### src/rtl/universal_sreg_pkg.sv
`default_nettype none
// ============================================================================
// Module   : universal_sreg_pkg
// Purpose  : Shared mode encoding for the universal shift register.
// Revision : 1.0 - initial release
// ============================================================================
package universal_sreg_pkg;

  typedef logic [1:0] mode_t;

  localparam mode_t MODE_HOLD = 2'b00;
  localparam mode_t MODE_SHR  = 2'b01;
  localparam mode_t MODE_SHL  = 2'b10;
  localparam mode_t MODE_LOAD = 2'b11;

endpackage : universal_sreg_pkg
`default_nettype wire

### src/rtl/universal_sreg_if.sv
`default_nettype none
// ============================================================================
// Module   : universal_sreg_if
// Purpose  : Data/mode bus of the universal shift register. The master
//            drives parallel data and mode; the slave returns the contents.
// Revision : 1.0 - initial release
// ============================================================================
interface universal_sreg_if #(
  parameter int WIDTH = 4
);
  import universal_sreg_pkg::*;

  logic [WIDTH-1:0] in;
  mode_t            sel;
  logic [WIDTH-1:0] out;

  modport master (output in, output sel, input out);
  modport slave  (input in, input sel, output out);

endinterface : universal_sreg_if
`default_nettype wire

### src/rtl/universal_sreg_next.sv
`default_nettype none
// ============================================================================
// Module   : universal_sreg_next
// Purpose  : Combinational next-state mux: hold, shift right, shift left,
//            parallel load. Unknown or unlisted mode codes fall back to hold.
// Revision : 1.0 - initial release
// ============================================================================
module universal_sreg_next
  import universal_sreg_pkg::*;
#(
  parameter int WIDTH = 4
) (
  input  wire logic [WIDTH-1:0] cur_i,
  input  wire logic [WIDTH-1:0] in_i,
  input  wire mode_t            sel_i,
  output logic      [WIDTH-1:0] nxt_o
);

  logic [WIDTH-1:0] shr_w;
  logic [WIDTH-1:0] shl_w;

  // A one-bit register has nothing to shift, so both directions just take
  // the serial-in bit; wider registers drop the bit at the far end.
  if (WIDTH == 1) begin : g_w1
    assign shr_w = in_i[0];
    assign shl_w = in_i[0];
  end else begin : g_wn
    assign shr_w = {in_i[WIDTH-1], cur_i[WIDTH-1:1]};
    assign shl_w = {cur_i[WIDTH-2:0], in_i[0]};
  end

  // Mode select; any unresolved code keeps the current value.
  always_comb begin
    nxt_o = cur_i;
    case (sel_i)
      MODE_HOLD: nxt_o = cur_i;
      MODE_SHR:  nxt_o = shr_w;
      MODE_SHL:  nxt_o = shl_w;
      MODE_LOAD: nxt_o = in_i;
      default:   nxt_o = cur_i;
    endcase
  end

endmodule : universal_sreg_next
`default_nettype wire

### src/rtl/universal_sreg.sv
`default_nettype none
// ============================================================================
// Module   : universal_sreg
// Purpose  : N-bit universal shift register. Flop bank with asynchronous
//            active-low clear; output is taken straight from the flops.
// Revision : 1.0 - initial release
// ============================================================================
module universal_sreg
  import universal_sreg_pkg::*;
#(
  parameter int WIDTH = 4
) (
  input  wire logic        clk,
  input  wire logic        clr,
  universal_sreg_if.slave  bus
);

  logic [WIDTH-1:0] out_q;
  logic [WIDTH-1:0] out_d;
  logic [WIDTH-1:0] in_w;
  mode_t            sel_w;

  assign in_w  = bus.in;
  assign sel_w = bus.sel;

  universal_sreg_next #(
    .WIDTH (WIDTH)
  ) u_next (
    .cur_i (out_q),
    .in_i  (in_w),
    .sel_i (sel_w),
    .nxt_o (out_d)
  );

  // Register bank; clear acts immediately and dominates a coincident edge.
  always_ff @(posedge clk or negedge clr) begin
    if (!clr) begin
      out_q <= '0;
    end else begin
      out_q <= out_d;
    end
  end

  assign bus.out = out_q;

  // An unresolved mode while running is held, but it is still worth flagging.
  a_sel_known : assert property (@(posedge clk) disable iff (!clr)
                                 !$isunknown(sel_w))
    else $error("universal_sreg: sel is unknown while clr is released");

endmodule : universal_sreg
`default_nettype wire

### src/flat_wrapper.sv
// flat-port wrapper written by rule: the top's interface ports become plain ports
module universal_sreg_flat import universal_sreg_pkg::*;
#(
  parameter int WIDTH = 4
)
  (clk, clr, bus_in, bus_sel, bus_out);
  universal_sreg_if #(.WIDTH(WIDTH)) bus_i ();
  input  wire logic clk;
  input  wire logic clr;
  input wire logic [$bits(bus_i.in)-1:0] bus_in;
  input wire logic [$bits(bus_i.sel)-1:0] bus_sel;
  output wire logic [$bits(bus_i.out)-1:0] bus_out;
  assign bus_i.in = bus_in;
  assign bus_i.sel = bus_sel;
  assign bus_out = bus_i.out;
  universal_sreg #(.WIDTH(WIDTH)) u_core (.clk(clk), .clr(clr), .bus(bus_i));
endmodule
### config.mk
export PLATFORM = sky130hd
export DESIGN_NAME = universal_sreg_flat
export DESIGN_NICKNAME = d
export VERILOG_FILES = /design/src/rtl/universal_sreg_pkg.sv /design/src/rtl/universal_sreg_if.sv /design/src/rtl/universal_sreg_next.sv /design/src/rtl/universal_sreg.sv /design/src/flat_wrapper.sv
export SDC_FILE = /design/constraint.sdc
export NUM_CORES = 1
export LEC_CHECK = 0
export ABC_AREA = 1
export BUFFER_PORTS_ARGS = -buffer_cell sky130_fd_sc_hd__buf_2
export CAP_MARGIN = 20
export CORE_AREA = 2 2 39 41
export CTS_CLUSTER_SIZE = 24
export DETAILED_ROUTE_END_ITERATION = 16
export DIE_AREA = 0 0 41 43
export GPL_ROUTABILITY_DRIVEN = 0
export HOLD_SLACK_MARGIN = 0.15
export PLACE_DENSITY = 0.45
export SLEW_MARGIN = 20
export SYNTH_ARGS = -nofsm -noshare
export SYNTH_HDL_FRONTEND = slang
export SYNTH_SLANG_ARGS = --single-unit
### constraint.sdc
create_clock -name clk -period 0.8 [get_ports clk]
set_input_delay 0.16 -clock clk [delete_from_list [all_inputs] [get_ports clk]]
set_output_delay 0.16 -clock clk [all_outputs]
set_load 0.005 [all_outputs]
==> impl_metrics.csv, run 1 <==
group,metric,value,unit
outcome,status,"finished, violations left",
outcome,violations,"negative setup slack",
logic_synthesis,yosys_warnings,0,
power,power.density,1840,nW/um2
setup_path,critPathRequiredTime,0.64,ns
sta,rsz0062_at_grt,"yes",
drt,ant_nets,0,
drt,drc,0,
logic_synthesis,synth_edf_count,0,
logic_synthesis,synth.distinct_cells,8,
grt,gr-usage-all-layers,8.06,%
grt,grt_pass1_vias,246,
logic_synthesis,syn_area_per_cell,7.51,um2
grt,grt_max_degree,9,
clock_tree,insertion_delay,0.23,ns
grt,antenna_found_initial,0,
logic_synthesis,yosysMostFrequentCell,"nand2_1",
drt,drt-initial-drc-count,0,
logic_synthesis,synth_commonest_cells,"10 x nand2_1, 9 x nand3_1, 4 x dfrtp_1, 3 x inv_2",
power,p_total,647,uW
sta,setup_viol,7,
clock_tree,cts_made_buffers,3,
setup_path,cp_slowest_cell,"dfrtp_1",
floorplan,die_area,1760,um2
drt,wl,572,um
setup_path,cp_max_fo,2,
sta,max_slew.worst_pin.slew,0.175,ns
logic_synthesis,ys_seq_area_share,44.4,%
clock_tree,cts_tree,"yes",
sta,relSlewSlack,88.3,%
final_layout,drive_above_1_share,47.9,%
setup_path,rrSetupSlack,-0.07,ns
logic_synthesis,synth_area_leaders,"dfrtp_1 44%, nand3_1 20%, nand2_1 17%",
setup_path,path_class,"flop to output pin",
drt,drt_first_pass_iters,1,
power,leakagePower,0.192,nW
setup_path,crit_path_cell_trace,"buf_2",
floorplan,pin_count,12,
sta,fin_ws,-0.0944,ns
drt,viasPerCell,3.92,
logic_synthesis,netlist_area,225,um2
clock_tree,cts-root-buf,"clkbuf_4",
clock_tree,clk_pin_slew_worst_paths,0.04,ns
logic_synthesis,async_reset_ff_share,100,%
floorplan,core_area,1380,um2
floorplan,num_rows,14,
grt,grt_pass1_wl,897,um
grt,grt_overflow,0,
setup_path,cpPeakStageDelay,0.38,ns
setup_path,crit_family,"flip-flops",
setup_path,cp.arrival,0.73,ns
placement,io_buffer_count,11,
final_layout,largest_register_ffs,4,
logic_synthesis,synthDominantCellAreaShare,44.4,%
sta,slew_violations,0,
final_layout,register_area,100,um2
sta,period_needed,0.894,ns
floorplan,die_w,41,um
placement,dp_hpwl,439,um
final_layout,nFillCells,166,
floorplan,die_h,43,um
clock_tree,clock-sinks,4,
sta,fin_skew,0.00299,ns
setup_path,path_buf_inv,1,
logic_synthesis,ys.flop_type,"dfrtp_1",
logic_synthesis,syn_inst,30,
job,drv_cap,0,
sta,fmax,1120,MHz
sta,fin_crit_sh,112,%
sta,finalHoldViolCount,0,
logic_synthesis,ys_seq_elements,4,
setup_path,cp-start-kind,"flop",
drt,via_count,251,
clock_tree,cts_resized,0,
setup_path,endpoint_kind,"output pin",
floorplan,initial_core_util,16.3,%
power,ir_worst_vdd,0.000562,V
logic_synthesis,synth_nets,38,
final_layout,nets,58,
final_layout,multi_input_area,103,um2
clock_tree,clockBufferDepth,2,
clock_tree,htreeDepth,1,
placement,dp_slack,0.0196,ns
final_layout,area_growth_syn_to_layout,56.1,%
logic_synthesis,synth_top_area_cell,"dfrtp_1",
drt,wire_per_inst,8.94,um
worst_hold_path,min_path_type,"primary input to flop",
final_layout,diodes,0,
-- worst reg2reg max path, delay by kind of cell, from the launching register on --
| kind | cells | cell delay, ns |
|---|---|---|
| buffers and inverters | 1 | 0.15 |
| flip-flops | 1 | 0.38 |
| AND/OR/NAND/NOR | 4 | 0.23 |
-- layer usage --
layer / wire (um) / up-vias / GRT usage (%) / share of wire [%]
met5: 0 / - / 0 / 0
met4: 0 / 0 / 8.00 / 0
met3: 40 / 0 / 1.57 / 7.0
met2: 299 / 6 / 11.6 / 52
met1: 232 / 112 / 9.09 / 41
li1: - / 133 / - / -
-- report_power, final --
group,total (mW),switching [mW],internal (mW)
clock,0.241,0.0734,0.167
sequential,0.243,0.0140,0.229
combinational,0.163,0.0775,0.0859
total,0.647,0.165,0.482
-- final timing paths --
path                                        start  cells past startpoint           endpoint
worst max-delay path            u_core.bus.out[2]                      1         bus_out[2]
worst min-delay path                    bus_in[0]                      3  u_core.bus.out[0]
worst max register to register  u_core.bus.out[1]                      5  u_core.bus.out[2]
worst min register to register  u_core.bus.out[0]                      3  u_core.bus.out[0]
max in group asynchronous                     clr                      2  u_core.bus.out[0]
min in group asynchronous                     clr                      2  u_core.bus.out[3]
-- kinds of logic after synthesis --
logic type	count (synthesis)	synth area share [%]
flip-flops	4	44.4
AO/OA/AOI/OAI	1	3.33
AND/OR/NAND/NOR	21	42.2
buffers and inverters	4	10.0
-- layout make-up --
cell class              instances  area share (%)
inverters                       3            3.20
well taps                      16            5.69
clock buffers                   3            6.41
multi-input cells              22            29.2
repair buffers                 16            27.0
flip-flops and latches          4            28.5
-- per-stage QoR --
step	utilization (%)	setup TNS [ns]	hold WS [ns]	cell area (um2)	instances
detailed placement	20.9	0	-0.0310	289	56
global route	25.4	-0.847	0.171	352	64
CTS	25.4	-0.520	0.154	352	64
finish	25.4	-0.495	0.154	352	64
global placement	20.9	0	-0.0328	289	56
floorplan	-	0	-0.136	225	30
-- timing repair --
action                                 CTS  global route
endpoints found under the hold margin    4             0
hold buffers                             1             0
pin swaps                                1             0
buffers inserted                         4             0
setup endpoints to repair                4             8
-- layout by cell type (no fill, tap or decap) --
cell           Yosys  layout
nand2_1           10      10
nor2_2             1       1
buf_2              0      11
buf_4              0       4
inv_2              3       3
o211ai_1           1       1
clkbuf_4           0       3
nand3_1            9       9
dfrtp_1            4       4
dlygate4sd3_1      0       1
nand2_2            1       1
(Power assumes the default switching activity.)
==> inputs of run 2 (changes only) <==
--- a/config.mk
+++ b/config.mk
@@ -6,7 +6,7 @@
 export NUM_CORES = 1
 export LEC_CHECK = 0
 export ABC_AREA = 1
-export BUFFER_PORTS_ARGS = -buffer_cell sky130_fd_sc_hd__buf_2
+export BUFFER_PORTS_ARGS = -buffer_cell sky130_fd_sc_hd__buf_4
 export CAP_MARGIN = 20
 export CORE_AREA = 2 2 39 41
 export CTS_CLUSTER_SIZE = 24
==> run 2 against run 1 <==
- the run still ends with negative setup slack left
- cell count down 1.6%
- count of clock-buffer cells in the layout unchanged
- total power up 11%
- routed wire length up 4.4%
- core utilization up 5.9 points
- maximum frequency down 4.1%
- via count unchanged
- flip-flop and latch count unchanged
==> impl_metrics.csv, run 2 (synthesis gave the netlist of run 1 again) <==
group,metric,value,unit
power,p_total,717,uW
final_layout,nFillCells,157,
sta,period_needed,0.932,ns
drt,viasPerCell,3.98,
final_layout,layout_commonest_cell,"nand2_1",
grt,grt_overflow,0,
sta,fin_ws,-0.132,ns
floorplan,num_rows,14,
setup_path,cp-start-kind,"flop",
setup_path,rrSetupSlack,-0.05,ns
grt,grt_pass1_wl,917,um
floorplan,pin_count,12,
final_layout,nets,57,
floorplan,die_area,1760,um2
drt,drc,0,
sta,finalHoldViolCount,0,
setup_path,cp_slowest_cell,"dfrtp_1",
job,drv_cap,0,
sta,relSlewSlack,88.1,%
final_layout,design_area,433,um2
final_layout,final_cell_mix,"10 x nand2_1, 7 x buf_4, 7 x buf_6",
sta,fin_crit_sh,117,%
setup_path,critPathRequiredTime,0.64,ns
sta,tns,-0.535,ns
setup_path,ff2ff_path_depth,5,
final_layout,instances_no_fill,63,
power,ir_worst_vdd,0.000589,V
sta,max_slew.worst_pin.slew,0.178,ns
clock_tree,insertion_delay,0.23,ns
sta,fin_skew,0.00189,ns
setup_path,path_class,"flop to output pin",
setup_path,path_buf_inv,1,
setup_path,crit_path_cell_trace,"buf_6",
clock_tree,cts_tree,"yes",
setup_path,crit_start,"u_core.bus.out[2]",
clock_tree,cts_made_buffers,3,
sta,setup_viol,6,
setup_path,cp_max_fo,4,
setup_path,cp.depth,1,
setup_path,cp.arrival,0.77,ns
final_layout,diodes,0,
floorplan,die_h,43,um
setup_path,crit_family,"flip-flops",
floorplan,core_area,1380,um2
grt,antenna_found_initial,0,
placement,io_buffer_count,11,
sta,rsz0062_at_grt,"yes",
final_layout,area_growth_syn_to_layout,92.2,%
final_layout,largest_register_ffs,4,
sta,slew_violations,0,
placement,dp_hpwl,432,um
clock_tree,clk_pin_slew_worst_paths,0.04,ns
clock_tree,clockBufferDepth,2,
drt,wl,597,um
drt,drt-initial-drc-count,0,
drt,drt_first_pass_iters,1,
setup_path,timing.rr.end,"u_core.bus.out[2]",
setup_path,endpoint_kind,"output pin",
setup_path,r2r_start,"u_core.bus.out[1]",
drt,via_count,251,
outcome,violations,"negative setup slack",
final_layout,drive_above_1_share,59.6,%
sta,fin_hold_ws,0.153,ns
power,power.density,1660,nW/um2
grt,gr-usage-all-layers,8.26,%
drt,wire_per_inst,9.48,um
grt,grt_max_degree,9,
floorplan,initial_core_util,16.3,%
clock_tree,cts-root-buf,"clkbuf_4",
clock_tree,htreeDepth,1,
sta,fmax,1070,MHz
placement,dp.cells,56,
setup_path,crit_path_end,"bus_out[2]",
drt,ant_nets,0,
worst_hold_path,min_path_type,"primary input to flop",
placement,dpl-instance-area,317,um2
power,leakagePower,0.225,nW
outcome,status,"finished, violations left",
grt,grt_pass1_vias,246,
setup_path,cpPeakStageDelay,0.41,ns
floorplan,die_w,41,um
clock_tree,clock-sinks,4,
-- run 2: cell count changes in the layout (fill, tap and decap cells not counted), moves of 3 or more --
cell / previous run / this run
nand3_1: 9 / 3
buf_4: 4 / 7
buf_6: 0 / 7
nand3_2: 0 / 6
buf_2: 11 / 0
-- run 2: what timing repair did --
item,CTS,global route
gates cloned,0,0
gates resized for setup,5,9
setup endpoints to repair,4,8
hold endpoints to repair,4,0
buffers inserted,3,0
pin swaps,0,8
hold buffers,1,0
-- run 2: area by class of cell --
class,instances,area [um2],share of cell area (%)
inverters,3,11.3,2.60
clock buffers,3,22.5,5.20
multi-input cells,22,138,31.8
repair buffers,15,141,32.7
well taps,16,20.0,4.62
flip-flops and latches,4,100,23.1
-- run 2: power breakdown --
part,switching [mW],internal [mW],leakage (nW)
Clock,0.0753,0.167,0.0138
Combinational,0.0861,0.134,0.161
Sequential,0.0255,0.229,0.0498
Total,0.187,0.530,0.225
-- run 2: metrics by stage --
| step | setup WS [ns] | utilization [%] |
|---|---|---|
| 6_report | -0.132 | 31.3 |
| 5_1_grt | -0.163 | 31.3 |
| 4_1_cts | -0.142 | 28.2 |
| 3_5_place_dp | 0.0337 | 22.9 |
| 3_3_place_gp | 0.0243 | 22.9 |
| 2_1_floorplan | 0.0650 | - |
-- run 2: worst min-delay path by stage --
stage	startpoint	slack [ns]	to	cells past startpoint
after floorplan	clr	-0.14	u_core.bus.out[0]	0
after detailed placement	clr	-0.04	u_core.bus.out[3]	1
final	bus_in[0]	0.15	u_core.bus.out[0]	3
after global placement	clr	-0.04	u_core.bus.out[3]	1
after CTS	bus_in[0]	0.15	u_core.bus.out[0]	3
after global routing	bus_in[0]	0.17	u_core.bus.out[0]	3
-- run 2: routing by layer --
metal | global-route usage [%] | wire length [um]
met1 | 10.1 | 238
met2 | 10.3 | 318
met3 | 1.57 | 40
met4 | 10.0 | 0
met5 | 0 | 0
